File: config.mk
export PLATFORM = sky130hd
export DESIGN_NAME = rtr_outport_sched
export DESIGN_NICKNAME = d
export VERILOG_FILES = /design/src/rtl/rtr_outport_sched.sv
export SDC_FILE = /design/constraint.sdc
export NUM_CORES = 1
export LEC_CHECK = 0
export BUFFER_PORTS_ARGS = -buffer_cell sky130_fd_sc_hd__buf_2
export CAP_MARGIN = 10
export CORE_AREA = 2 2 83 85
export DETAILED_ROUTE_END_ITERATION = 10
export DIE_AREA = 0 0 85 87
export PLACE_DENSITY = 0.62
export SKIP_LAST_GASP = 1
export SLEW_MARGIN = 10
export SYNTH_ARGS = -nofsm -noshare
export SYNTH_HDL_FRONTEND = slang
export SYNTH_SLANG_ARGS = --single-unit
export TNS_END_PERCENT = 30
File: constraint.sdc
create_clock -name clk_noc -period 9 [get_ports clk_noc]
set_clock_uncertainty 0.05 [all_clocks]
set_input_delay 0.9 -clock clk_noc [delete_from_list [all_inputs] [get_ports clk_noc]]
set_output_delay 0.9 -clock clk_noc [all_outputs]
set_load 0.01 [all_outputs]
File: src/rtl/rtr_outport_sched.sv
// Per-output-port scheduler: round-robin arbitration with wormhole locking and
// downstream credit gating. Define RTR_OUTPORT_SCHED_STATS_EN to add packet/flit/stall counters.
module rtr_outport_sched #(
    parameter int unsigned NUM_INPUTS        = 5,
    parameter int unsigned FLIT_BUFFER_DEPTH = 8,
    parameter int unsigned CREDIT_WIDTH      = $clog2(FLIT_BUFFER_DEPTH + 1),
    parameter int unsigned IDX_WIDTH         = $clog2(NUM_INPUTS)
) (
    input  logic                    clk_noc,
    input  logic                    rst_noc_sync,
    input  logic [NUM_INPUTS-1:0]   req,
    input  logic [NUM_INPUTS-1:0]   req_is_tail,
    input  logic [NUM_INPUTS-1:0]   disable_mask,
    output logic [NUM_INPUTS-1:0]   grant,
    output logic                    send_out,
    input  logic                    credit_in,
    output logic [CREDIT_WIDTH-1:0] credit_count,
    output logic                    locked,
    output logic [IDX_WIDTH-1:0]    locked_idx,
`ifdef RTR_OUTPORT_SCHED_STATS_EN
    output logic [31:0]             pkt_count,
    output logic [31:0]             flit_count,
    output logic [31:0]             stall_count,
`endif
    output logic                    credit_err
);

    localparam logic [CREDIT_WIDTH-1:0] CREDIT_MAX = CREDIT_WIDTH'(FLIT_BUFFER_DEPTH);
    localparam logic [IDX_WIDTH-1:0]    LAST_IDX   = IDX_WIDTH'(NUM_INPUTS - 1);

    typedef enum logic {
        IDLE   = 1'b0,
        LOCKED = 1'b1
    } state_e;

    state_e                  state_q, state_d;
    logic [IDX_WIDTH-1:0]    locked_idx_q, locked_idx_d;
    logic [IDX_WIDTH-1:0]    rr_ptr_q, rr_ptr_d;
    logic [CREDIT_WIDTH-1:0] credit_q, credit_d;
    logic                    credit_err_q, credit_err_d;

    logic [NUM_INPUTS-1:0]   eligible;
    logic                    can_send;
    logic                    pick_found;
    logic [IDX_WIDTH-1:0]    pick_idx;

    // First eligible index at or after ptr, searched cyclically; MSB flags a hit.
    function automatic logic [IDX_WIDTH:0] rr_pick(input logic [NUM_INPUTS-1:0] elig,
                                                   input logic [IDX_WIDTH-1:0]  ptr);
        logic [IDX_WIDTH:0] res;
        int unsigned        cand;
        res = '0;
        for (int unsigned k = 0; k < NUM_INPUTS; k++) begin
            cand = (32'(ptr) + k) % NUM_INPUTS;
            if (!res[IDX_WIDTH] && elig[IDX_WIDTH'(cand)]) begin
                res = {1'b1, IDX_WIDTH'(cand)};
            end
        end
        return res;
    endfunction

    function automatic logic [IDX_WIDTH-1:0] idx_inc(input logic [IDX_WIDTH-1:0] idx);
        return (idx == LAST_IDX) ? '0 : idx + IDX_WIDTH'(1);
    endfunction

    assign eligible = req & ~disable_mask;
    assign can_send = (credit_q != '0);
    assign {pick_found, pick_idx} = rr_pick(eligible, rr_ptr_q);

    // Arbitration, wormhole lock and grant generation.
    always_comb begin
        state_d      = state_q;
        locked_idx_d = locked_idx_q;
        rr_ptr_d     = rr_ptr_q;
        grant        = '0;
        if (!rst_noc_sync) begin
            case (state_q)
                IDLE: begin
                    if (can_send && pick_found) begin
                        grant[pick_idx] = 1'b1;
                        if (req_is_tail[pick_idx]) begin
                            rr_ptr_d = idx_inc(pick_idx);
                        end else begin
                            state_d      = LOCKED;
                            locked_idx_d = pick_idx;
                        end
                    end
                end
                LOCKED: begin
                    if (req[locked_idx_q] && can_send) begin
                        grant[locked_idx_q] = 1'b1;
                        if (req_is_tail[locked_idx_q]) begin
                            state_d  = IDLE;
                            rr_ptr_d = idx_inc(locked_idx_q);
                        end
                    end
                end
                default: state_d = IDLE;
            endcase
        end
    end

    assign send_out = |grant;

    // Credit counter: saturate on overflow and flag it.
    always_comb begin
        credit_d     = credit_q;
        credit_err_d = credit_err_q;
        case ({send_out, credit_in})
            2'b10: credit_d = credit_q - CREDIT_WIDTH'(1);
            2'b01: begin
                if (credit_q >= CREDIT_MAX) begin
                    credit_d     = CREDIT_MAX;
                    credit_err_d = 1'b1;
                end else begin
                    credit_d = credit_q + CREDIT_WIDTH'(1);
                end
            end
            default: credit_d = credit_q;
        endcase
    end

    always_ff @(posedge clk_noc) begin
        if (rst_noc_sync) begin
            state_q      <= IDLE;
            locked_idx_q <= '0;
            rr_ptr_q     <= '0;
            credit_q     <= CREDIT_MAX;
            credit_err_q <= 1'b0;
        end else begin
            state_q      <= state_d;
            locked_idx_q <= locked_idx_d;
            rr_ptr_q     <= rr_ptr_d;
            credit_q     <= credit_d;
            credit_err_q <= credit_err_d;
        end
    end

    assign credit_count = credit_q;
    assign locked       = (state_q == LOCKED);
    assign locked_idx   = locked_idx_q;
    assign credit_err   = credit_err_q;

`ifdef RTR_OUTPORT_SCHED_STATS_EN
    logic [31:0] pkt_count_q, pkt_count_d;
    logic [31:0] flit_count_q, flit_count_d;
    logic [31:0] stall_count_q, stall_count_d;
    logic        pending;

    // A request is pending if the owner (when locked) or any eligible input (when idle) asks.
    always_comb begin
        pending       = (state_q == LOCKED) ? req[locked_idx_q] : (|eligible);
        pkt_count_d   = pkt_count_q + 32'(|(grant & req_is_tail));
        flit_count_d  = flit_count_q + 32'(send_out);
        stall_count_d = stall_count_q + 32'(pending && !can_send);
    end

    always_ff @(posedge clk_noc) begin
        if (rst_noc_sync) begin
            pkt_count_q   <= '0;
            flit_count_q  <= '0;
            stall_count_q <= '0;
        end else begin
            pkt_count_q   <= pkt_count_d;
            flit_count_q  <= flit_count_d;
            stall_count_q <= stall_count_d;
        end
    end

    assign pkt_count   = pkt_count_q;
    assign flit_count  = flit_count_q;
    assign stall_count = stall_count_q;
`endif

endmodule
After elaboration in Yosys (flattened, before gate mapping)
Cells that the tools add are included.
Cells by class
  shifts and indexed selects: 0
  multipliers: 0
  reduce and logical (&&, ||, !) cells: 18
  divide/modulo/power cells: 5
  bitwise operators: 4
  add/subtract/negate cells: 8
  eq/ne operators: 8
  $lt $le $gt $ge: 10
  muxes and demuxes: 43
Operators by type and width (count)
  $mod 32x3->32 const B: 4
  $mod 3x3->32 const B: 1
  $lt 3x4->1 const B: 7
  $bmux 1 s3: 8
  $mux 4: 6
  $mux 3: 6
  $mux 5: 3
  $mux 1: 14
  $pmux 5 s2: 1
  $add 3x2->4 const B: 2
  $logic_and 1x1->1: 8
  $pmux 4 s2: 1
  $add 3x1->3 const B: 2
  $demux 1 s3: 2
  $eq 3x3->1 const B: 2
  $ge 3x1->1 const B: 2
  $pmux 3 s2: 1
  $and 5x5->5: 1
  $not 5->5: 1
  $reduce_or 5->1: 1
  $add 3x1->4 const B: 1
  $add 3x3->4 const B: 1
  $add 4x1->4 const B: 1
  $ge 4x4->1 const B: 1
  other kinds (13): 19
Storage, ports and cells
  memories kept: 0
  bits in read-only memories: 0
  RAM bits: 0
  bits of input ports: 18
  flip-flop bits (word level): 12
  latch bits: 0

Longest topological paths before layout
Gate-level depths: netlist (run 1).
  depth after elaboration: 27
  depth in mapped cells: 30

Worst setup path before layout (run 1)
Ideal clock, no wire load.
  kind: reg2out
  from: reg rr_ptr_q[0]
  to: out send_out
  data required time: 8.050 ns
  buffers on the path: 4
  data arrival time: 5.404 ns
  stages on the path, launching flop included: 24
  path slack: 2.646 ns
  cell sequence: dfxtp_1 buf_4 clkbuf_1 inv_2 ha_1 buf_2 inv_1 ha_1 nor3_1 nor3_1 or2_2 ha_1 inv_1 o21bai_1 o2bb2ai_2 mux2_2 o211ai_1 nand3_1 or4_1 and2_0 clkbuf_1 nand4b_1 a21oi_1 or4b_1
On the way
  longest elaborated chain between the ends: 24
  elaborated cells between the ends (all ways): 42
Ends and longest elaborated chain
  from (decl): line 38  | logic [IDX_WIDTH-1:0] rr_ptr_q, rr_ptr_d;
  from (signal assigned): line 133  | rr_ptr_q <= rr_ptr_d;
  parallel branches: the longest is 15 deep, another holds $mod 32x3->32
  $mux 4 (*): line 55  | if (!res[IDX_WIDTH] && elig[IDX_WIDTH'(cand)]) begin
  $lt 3x4->1 (not written as such) / $ge 3x1->1 (equally long branches): line 80  | grant[pick_idx] = 1'b1;
  $logic_and 1x1->1 (not written as such): line 80
  $mux 1 (not written as such): line 80
  $demux 1 s3: line 80
  $mux 5 (*): line 79  | if (can_send && pick_found) begin
  $pmux 5 s2 (*): line 77  | case (state_q)
  $mux 5 (*): line 76  | if (!rst_noc_sync) begin
  via grant[0]: line 14  | output logic [NUM_INPUTS-1:0] grant,
  $reduce_or 5->1 (*): line 103  | assign send_out = |grant;
  to (decl): line 15  | output logic send_out,
Mark *: on every way through the listed nets, which the timed path passes. The select of a mux whose other input is x is not followed.

Final worst setup path (run 1)
  from: reg rr_ptr_q[1]
  to: out send_out
On the way
  longest elaborated chain between the ends: 24
  elaborated cells between the ends (all ways): 42
Ends and longest elaborated chain (line)
  parallel branches: the longest is 15 deep, another holds $mod 32x3->32
  $mux 4 (*): 55
  $lt 3x4->1 (not written as such) / $ge 3x1->1 (equally long branches): 80
  $logic_and 1x1->1 (not written as such): 80
  $mux 1 (not written as such): 80
  $demux 1 s3: 80
  $mux 5 (*): 79
  $pmux 5 s2 (*): 77
  $mux 5 (*): 76
  $reduce_or 5->1 (*): 103
Every way passes the cells marked *. The select of a mux whose other input is x is not followed.

==> metrics.yaml, run 1 <==
clock_tree:
  clock_path_buffers: 2
  numCtsBuffers: 3
  numClockSinks: 12
  cts_setup_buffers: 0
  cts.repair.resized: 0
  cts-root-buf: "clkbuf_8"
  clock_latency_ns: 0.24
  clkTransAtPathRegs_ns: 0.06
  htreeDepth: 1
  postCtsHoldBufs: 0
  tritoncts: "built"
global_routing:
  grt_use_met2_pct: 34.0
  grt_max_degree: 35
  antenna_found_initial: 0
  met3_usage_pct: 3.60
  gr-total-overflow: 0
  grt_pass1_wl_um: 13400
  grt_pass1_vias: 2739
  grt_util_met1_pct: 32.8
  grtUsageTotal_pct: 21.9
  grt_busiest_layer: "met2"
setup_path:
  reg2regPathDepth: 22
  cpMostUsedCell: "ha_1"
  rr_startpoint: "rr_ptr_q[1]$_SDFFE_PP0P_"
  critical_path_class: "register to output pin"
  path_max_fanout: 13
  path_cells: "inv_2 -> ha_1 -> inv_1 -> ha_1 -> nor3_1 -> nor3_1 -> or2_2 -> ha_1 -> inv_1 -> o21bai_1 -> o2bb2ai_2 -> mux2_2 -> o211ai_1 -> nand3_1 -> or4_1 -> and2_0 -> nand4b_1 -> a21oi_1 -> or4b_1 -> buf_2"
  slowest_stage: "dfxtp_1"
  cpPeakStageDelay_ns: 0.64
  worst_ep_arrival_time_ns: 6.10
  startpoint_type: "register"
  worstPathRequired_ns: 8.05
  cp-end-kind: "output pin"
  timing.rr.end: "credit_count[3]$_SDFFE_PP1P_"
  cp_top_family: "simple AND/OR/NAND/NOR gates"
  crit_buf_inv: 4
  rrSetupSlack_ns: 2.18
power:
  power_density_nw_per_um2: 313
  p_leak_nw: 1.33
  peakVddDrop_uv: 258
final_layout:
  drive_gt1_share_pct: 17.5
  final_nets: 448
  area_delta_synth_final_pct: 8.76
  diodes: 0
  multi_input_area_um2: 2470
  post-route-util_pct: 47.5
  final_common_cell: "nand2_1"
  n_fill_cell: 617
  seqCellArea_um2: 240
  stdcell_area_um2: 3120
  final_cell_mix: "nand2_1, buf_2, ha_1"
yosys:
  synthArstFlopShare_pct: 0
  synth_cells: 382
  syn_nets: 424
  syn_area_per_cell_um2: 7.51
  ys.flop_type: "dfxtp_1"
  netlist_area_um2: 2870
  yosys.area.top_type: "ha_1"
  ys_types: 83
  ys_top_cells_by_area: "ha_1, dfxtp_1, mux2i_1"
  yosys_warnings: 0
  synth_seq_cells: 12
  synth_top_area_share_pct: 10.5
  ys_seq_area_share_pct: 8.37
  synth_edf_count: 0
timing:
  period_share_pct: 78.3
  setup_viol: 0
  period_needed_ns: 7.05
  max-slew-margin-rel_pct: 47.2
  slew_violations: 0
  fin_setup_tns_ns: 0
  fmax_ghz: 0.142
  whs_ns: 0.416
  rsz0062_at_grt: "false"
  worst_slew_pin_slew_ns: 0.790
  setup_slack_ns: 1.95
  hold_viol_final: 0
routing:
  routedWlPerCell_um: 16.7
  wl_um: 8120
  drtIter0Drc: 191
  drtAntennaViolNets: 0
  firstDrtPassIters: 5
  vias: 3033
  vias_per_cell: 6.25
  drc: 0
placed_design:
  place_ws_ns: 2.31
  dp_hpwl_um: 6500
  post_dp_cell_area_um2: 3070
  gp_congestion: 0.922
  io_buffers: 32
run:
  maxCapViolCount: 0
floorplan:
  std_cell_rows: 30
  coreArea_um2: 6570
  pin_count: 33
  die_width_um: 85
  start_util_pct: 43.7
  dieHeight_um: 87
  die-area_um2: 7400
min_path:
  hold-path-cell-count: 2
  hp-start: "credit_err$_SDFFE_PP0P_"
  holdPathEnd: "credit_err$_SDFFE_PP0P_"
  hold_path.class: "register to register"
outcome:
  outcome: "finished, final reports clean"
how the worst max path moves through the flow:
stage / to / depth (start not counted) / startpoint / slack [ns]
5_1_grt: send_out / 19 / rr_ptr_q[1]$_SDFFE_PP0P_ / 1.43
3_3_place_gp: send_out / 20 / rr_ptr_q[1]$_SDFFE_PP0P_ / 2.47
3_5_place_dp: send_out / 23 / rr_ptr_q[0]$_SDFFE_PP0P_ / 2.31
6_report: send_out / 20 / rr_ptr_q[1]$_SDFFE_PP0P_ / 1.95
4_1_cts: send_out / 20 / rr_ptr_q[1]$_SDFFE_PP0P_ / 2.03
2_1_floorplan: send_out / 23 / rr_ptr_q[0]$_SDFFE_PP0P_ / 2.65
where the power goes:
part	switching [W]	total (W)	internal [W]
combinational	0.000474	0.000816	0.000342
sequential	0.0000305	0.000101	0.0000709
clock	0.0000210	0.0000597	0.0000387
cell type report:
cell class	instances	area share, %
clock buffers	4	1.76
well taps	80	3.21
inverters	24	2.89
repair buffers	33	5.37
flip-flops and latches	12	7.70
multi-input cells	332	79.1
synth_stat cells (7+ instances only):
library cell	count
ha_1	24
inv_1	20
nand2b_1	9
nor2_1	21
a21oi_1	18
mux2i_1	13
nor2b_1	10
dfxtp_1	12
a31oi_1	8
nand2_1	34
clkbuf_1	8
nand3_1	14
o211ai_1	7
o21ai_0	15
nor3_1	12
a211oi_1	10
state kept, by name, summed over array words and instances (netlist names):
signal / count
credit_count: 4
credit_err: 1
locked: 1
locked_idx: 3
rr_ptr_q: 3
metal layers:
metal	vias to the layer above	routed length, um
met5	-	0
met1	1389	3930
met4	0	70
met3	10	577
li1	1519	-
met2	115	3550
logic make-up (layout without fill, tap and decap cells):
family	Yosys count	after routing	synth area share [%]
simple gates	154	154	30.1
mux	22	22	9.24
xor+xnor	8	8	2.70
fa+ha+maj	24	24	10.5
buf+inv	38	61	5.62
flops	12	12	8.37
compound gates	124	124	33.5
worst min-delay path, cell delays in order, from the launching register on:
cell     delay [ns]
dfxtp_1        0.32
a21oi_1        0.04
nor2_1         0.07
metrics by stage:
stage                     cells  total power, W
final                       485        0.000977
after global routing        485         0.00107
after CTS                   485        0.000965
after detailed placement    481        0.000900
after global placement      481        0.000896
after floorplan             382        0.000734
No activity file was read; power rests on OpenSTA's default activity.
==> run 2: changes to the inputs <==
Settings changed: ABC_AREA from default to 1, CORE_AREA 2 2 83 85 to 2 2 79 81, DIE_AREA 0 0 85 87 to 0 0 81 83, PLACE_DENSITY 0.62 to 0.65.
Clock period 9 ns to 6.02 ns, I/O delays scaled along.
==> metrics.yaml, run 2 <==
outcome:
  outcome: "finished, final reports clean"
routing:
  routedWlPerCell_um: 11.8
  drtIter0Drc: 164
  vias_per_cell: 5.03
  wl_um: 6530
  drc: 0
  firstDrtPassIters: 6
  drtAntennaViolNets: 0
  vias: 2793
floorplan:
  pin_count: 33
  std_cell_rows: 28
  die-area_um2: 6720
  start_util_pct: 44.6
  coreArea_um2: 5820
  dieHeight_um: 83
  die_width_um: 81
final_layout:
  diodes: 0
  largest_reg_flops: 4
  drive_gt1_share_pct: 21.0
  area_delta_synth_final_pct: 11.0
  n_fill_cell: 630
  final_cell_mix: "nand2_1, inv_1, nand3_1"
  final_common_cell: "nand2_1"
  final_nets: 523
  seqCellArea_um2: 240
  multi_input_area_um2: 1990
setup_path:
  slowest_stage: "dfxtp_1"
  cp-end-kind: "output pin"
  reg2regPathDepth: 37
  critical_path_class: "register to output pin"
  path_max_fanout: 9
  worst_ep_arrival_time_ns: 4.38
  worstPathRequired_ns: 5.37
  cpMostUsedCell: "nand2_1"
  startpoint_type: "register"
  cpPeakStageDelay_ns: 0.39
yosys:
  synthArstFlopShare_pct: 0
  synth_cells: 448
  yosys_warnings: 0
  netlist_area_um2: 2590
  synth_most_common_cell: "nand2_1"
  synth_seq_cells: 12
  ys_top_cells_by_area: "nand2_1, ha_1, inv_1"
  synth_edf_count: 0
  ys_seq_area_share_pct: 9.27
  yosys.area.top_type: "nand2_1"
  ys_types: 38
  syn_nets: 490
  ys.flop_type: "dfxtp_1"
  syn_area_per_cell_um2: 5.79
  synth_common_cells: "nand2_1, inv_1, nand3_1"
  synth_top_area_share_pct: 17.1
placed_design:
  io_buffers: 32
  gp_congestion: 0.903
  dp_hpwl_um: 5400
  place_ws_ns: 1.16
global_routing:
  gr-total-overflow: 0
  grt_max_degree: 17
  grt_pass1_wl_um: 11000
  grt_use_met2_pct: 36.4
  grt_util_met1_pct: 24.6
  grtUsageTotal_pct: 19.7
  met3_usage_pct: 0.978
  antenna_found_initial: 0
  grt_busiest_layer: "met2"
  grt_pass1_vias: 2521
timing:
  whs_ns: 0.400
  period_needed_ns: 5.03
  fin_setup_tns_ns: 0
  setup_viol: 0
  rsz0062_at_grt: "false"
  setup_slack_ns: 0.987
  max-slew-margin-rel_pct: 75.1
  slew_violations: 0
  worst_slew_pin_slew_ns: 0.370
  period_share_pct: 83.6
  fmax_ghz: 0.199
  hold_viol_final: 0
clock_tree:
  clock_path_buffers: 2
  clkTransAtPathRegs_ns: 0.06
  cts_setup_buffers: 0
  numClockSinks: 12
  htreeDepth: 1
  postCtsHoldBufs: 0
  tritoncts: "built"
  clock_latency_ns: 0.25
  cts.repair.resized: 0
  cts-root-buf: "clkbuf_8"
  numCtsBuffers: 3
min_path:
  hold-path-cell-count: 2
  hold_path.class: "register to register"
run:
  maxCapViolCount: 0
run 2: cell types whose count changed after synthesis, sizes merged, moves of 10 or more:
cell   before  now
nand2      34  143
mux2i      13    0
nand4       2   13
nor2b      10    0
nand3      14   56
inv        24   82
nor2       21   41
run 2: cells by family after synthesis:
family	synth area share, %
XOR/XNOR	2.94
AND/OR/NAND/NOR	50.1
buffers and inverters	14.0
flip-flops	9.27
adder cells (fa/ha/maj)	11.6
AO/OA/AOI/OAI	12.1
run 2: cell type report:
cell class	count	share of cell area (%)
multi-input combinational	344	69.2
inverter	86	11.2
sequential	12	8.35
timing repair buffer	34	6.09
tap	75	3.26
clock buffer	4	1.91
run 2: critical path: cells and delay by family, from the launching register on:
| kind | cells | cell delay (ns) |
|---|---|---|
| xor gates and xnor gates | 1 | 0.25 |
| and+or+nand+nor | 18 | 1.78 |
| buffers and inverters | 7 | 0.73 |
| adders and majority gates | 4 | 0.91 |
| DFF | 1 | 0.39 |
| AOI/OAI and AO/OA | 1 | 0.08 |
run 2: final timing paths:
kind | slack, ns | endpoint | start
setup / recovery | 0.99 | send_out | rr_ptr_q[1]$_SDFFE_PP0P_
hold / removal | 0.40 | credit_err$_SDFFE_PP0P_ | credit_err$_SDFFE_PP0P_
setup reg to reg | 1.11 | credit_count[3]$_SDFFE_PP1P_ | rr_ptr_q[1]$_SDFFE_PP0P_
hold reg to reg | 0.40 | credit_err$_SDFFE_PP0P_ | credit_err$_SDFFE_PP0P_
run 2: through the flow:
| stage | utilization (%) | cells | area, um^2 |
|---|---|---|---|
| final | 49.5 | 555 | 2880 |
| after global placement | 48.5 | 551 | 2820 |
| after global routing | 49.5 | 555 | 2880 |
| after detailed placement | 48.5 | 551 | 2820 |
| after CTS | 49.5 | 555 | 2880 |
| after floorplan | - | 448 | 2590 |
run 2: layer usage:
layer  up-vias  part of all wire (%)  wire (um)
met5         -                     0          0
met4         0                   1.1         70
met3         6                   4.4        287
met2        60                    50       3250
met1      1240                    45       2920
li1       1487                     -          -
Power of run 2 is left out: the tool's default activity adds up to more than one toggle a clock period on the data nets, which glitch-free logic cannot reach.
==> run 3: changes to the inputs <==
Settings changed: PLACE_DENSITY 0.65 to 0.63.
Clock period 6.02 ns to 4.7 ns, I/O delays scaled along.
==> metrics.yaml, run 3 (synthesized netlist as in run 2, its figures left out) <==
outcome:
  outcome: "finished, final reports clean"
min_path:
  holdPathEnd: "credit_err$_SDFFE_PP0P_"
  hold_path.class: "register to register"
  hold-path-cell-count: 2
  hp-start: "credit_err$_SDFFE_PP0P_"
setup_path:
  rr_startpoint: "rr_ptr_q[0]$_SDFFE_PP0P_"
  timing.rr.end: "credit_count[3]$_SDFFE_PP1P_"
  startpoint_type: "register"
  worst_ep_arrival_time_ns: 3.94
  cp-end-kind: "output pin"
  critical_path_class: "register to output pin"
  reg2regPathDepth: 34
  cpMostUsedCell: "nand2_1"
  cpPeakStageDelay_ns: 0.32
  rrSetupSlack_ns: 0.26
  slowest_stage: "dfxtp_1"
  path_max_fanout: 6
  worstPathRequired_ns: 4.18
floorplan:
  start_util_pct: 44.6
  pin_count: 33
  std_cell_rows: 28
  die_width_um: 81
  die-area_um2: 6720
  coreArea_um2: 5820
  dieHeight_um: 83
clock_tree:
  clock_path_buffers: 2
  numClockSinks: 12
  tritoncts: "built"
  cts-root-buf: "clkbuf_8"
  numCtsBuffers: 3
  htreeDepth: 1
  clkTransAtPathRegs_ns: 0.06
  clock_latency_ns: 0.25
final_layout:
  final_cell_mix: "nand2_1, inv_1, nand3_1"
  fin_cells: 569
  largest_reg_flops: 4
  drive_gt1_share_pct: 29.1
  final_common_cell: "nand2_1"
  diodes: 0
  n_fill_cell: 611
  area_delta_synth_final_pct: 19.9
  final_nets: 537
  stdcell_area_um2: 3110
routing:
  routedWlPerCell_um: 12.0
  firstDrtPassIters: 4
  wl_um: 6810
  drtIter0Drc: 124
  vias: 2890
  drtAntennaViolNets: 0
  vias_per_cell: 5.08
  drc: 0
placed_design:
  place_ws_ns: 0.0955
  post_dp_cell_area_um2: 2900
  io_buffers: 32
  dpl.cell_count: 562
  dp_hpwl_um: 5510
  gp_congestion: 0.920
timing:
  period_share_pct: 94.9
  worst_slew_pin_slew_ns: 0.415
  setup_slack_ns: 0.240
  max-slew-margin-rel_pct: 72.1
  period_needed_ns: 4.46
  hold_viol_final: 0
  setup_viol: 0
  slew_violations: 0
  fmax_ghz: 0.224
global_routing:
  grt_max_degree: 17
  grtUsageTotal_pct: 20.7
  antenna_found_initial: 0
  grt_pass1_vias: 2702
  grt_pass1_wl_um: 11500
  gr-total-overflow: 0
run:
  maxCapViolCount: 0
-- run 3: worst max path at each step --
stage	startpoint	end	slack, ns
floorplan	rr_ptr_q[0]$_SDFFE_PP0P_	credit_count[3]$_SDFFE_PP1P_	0.22
global placement	rr_ptr_q[2]$_SDFFE_PP0P_	credit_count[3]$_SDFFE_PP1P_	0.26
global route	rr_ptr_q[1]$_SDFFE_PP0P_	credit_count[3]$_SDFFE_PP1P_	-0.09
detailed placement	rr_ptr_q[0]$_SDFFE_PP0P_	credit_count[3]$_SDFFE_PP1P_	0.1
finish	rr_ptr_q[0]$_SDFFE_PP0P_	send_out	0.24
CTS	rr_ptr_q[0]$_SDFFE_PP0P_	credit_count[3]$_SDFFE_PP1P_	0.07
-- run 3: metal layers --
| layer | global-route usage [%] | share of wire [%] |
|---|---|---|
| met5 | 0 | 0 |
| met4 | 5.70 | 1.6 |
| met3 | 1.52 | 3.1 |
| met2 | 37.2 | 50 |
| met1 | 25.8 | 45 |
-- run 3: metrics by stage --
| step | hold WS [ns] | TNS, ns | utilization, % |
|---|---|---|---|
| 6_report | 0.404 | 0 | 53.4 |
| 5_1_grt | 0.433 | -0.281 | 53.4 |
| 3_3_place_gp | 0.388 | 0 | 49.9 |
| 2_1_floorplan | 0.424 | 0 | - |
| 3_5_place_dp | 0.392 | 0 | 49.9 |
| 4_1_cts | 0.402 | 0 | 50.9 |
-- run 3: area by class of cell --
| class | instances | area, um^2 | share of cell area (%) |
|---|---|---|---|
| Timing Repair Buffer | 48 | 284 | 9.14 |
| Sequential cell | 12 | 241 | 7.77 |
| Multi-Input combinational cell | 344 | 2110 | 67.9 |
| Clock buffer | 4 | 55.1 | 1.77 |
| Tap cell | 75 | 93.8 | 3.02 |
| Inverter | 86 | 323 | 10.4 |
-- run 3: critical path: cells and delay by family, from the launching register on --
kind | cells | cell delay, ns
AOI/OAI and AO/OA | 1 | 0.25
buffers and inverters | 5 | 0.45
DFF | 1 | 0.32
and+or+nand+nor | 17 | 1.64
adders and majority gates | 4 | 0.86
xor gates and xnor gates | 1 | 0.19
-- run 3: what timing repair did --
item,in CTS,in global routing
hold buffers,0,0
buffers inserted,0,3
gates resized for setup,0,35
setup endpoints to repair,0,11
Power of run 3 is left out for the same reason.
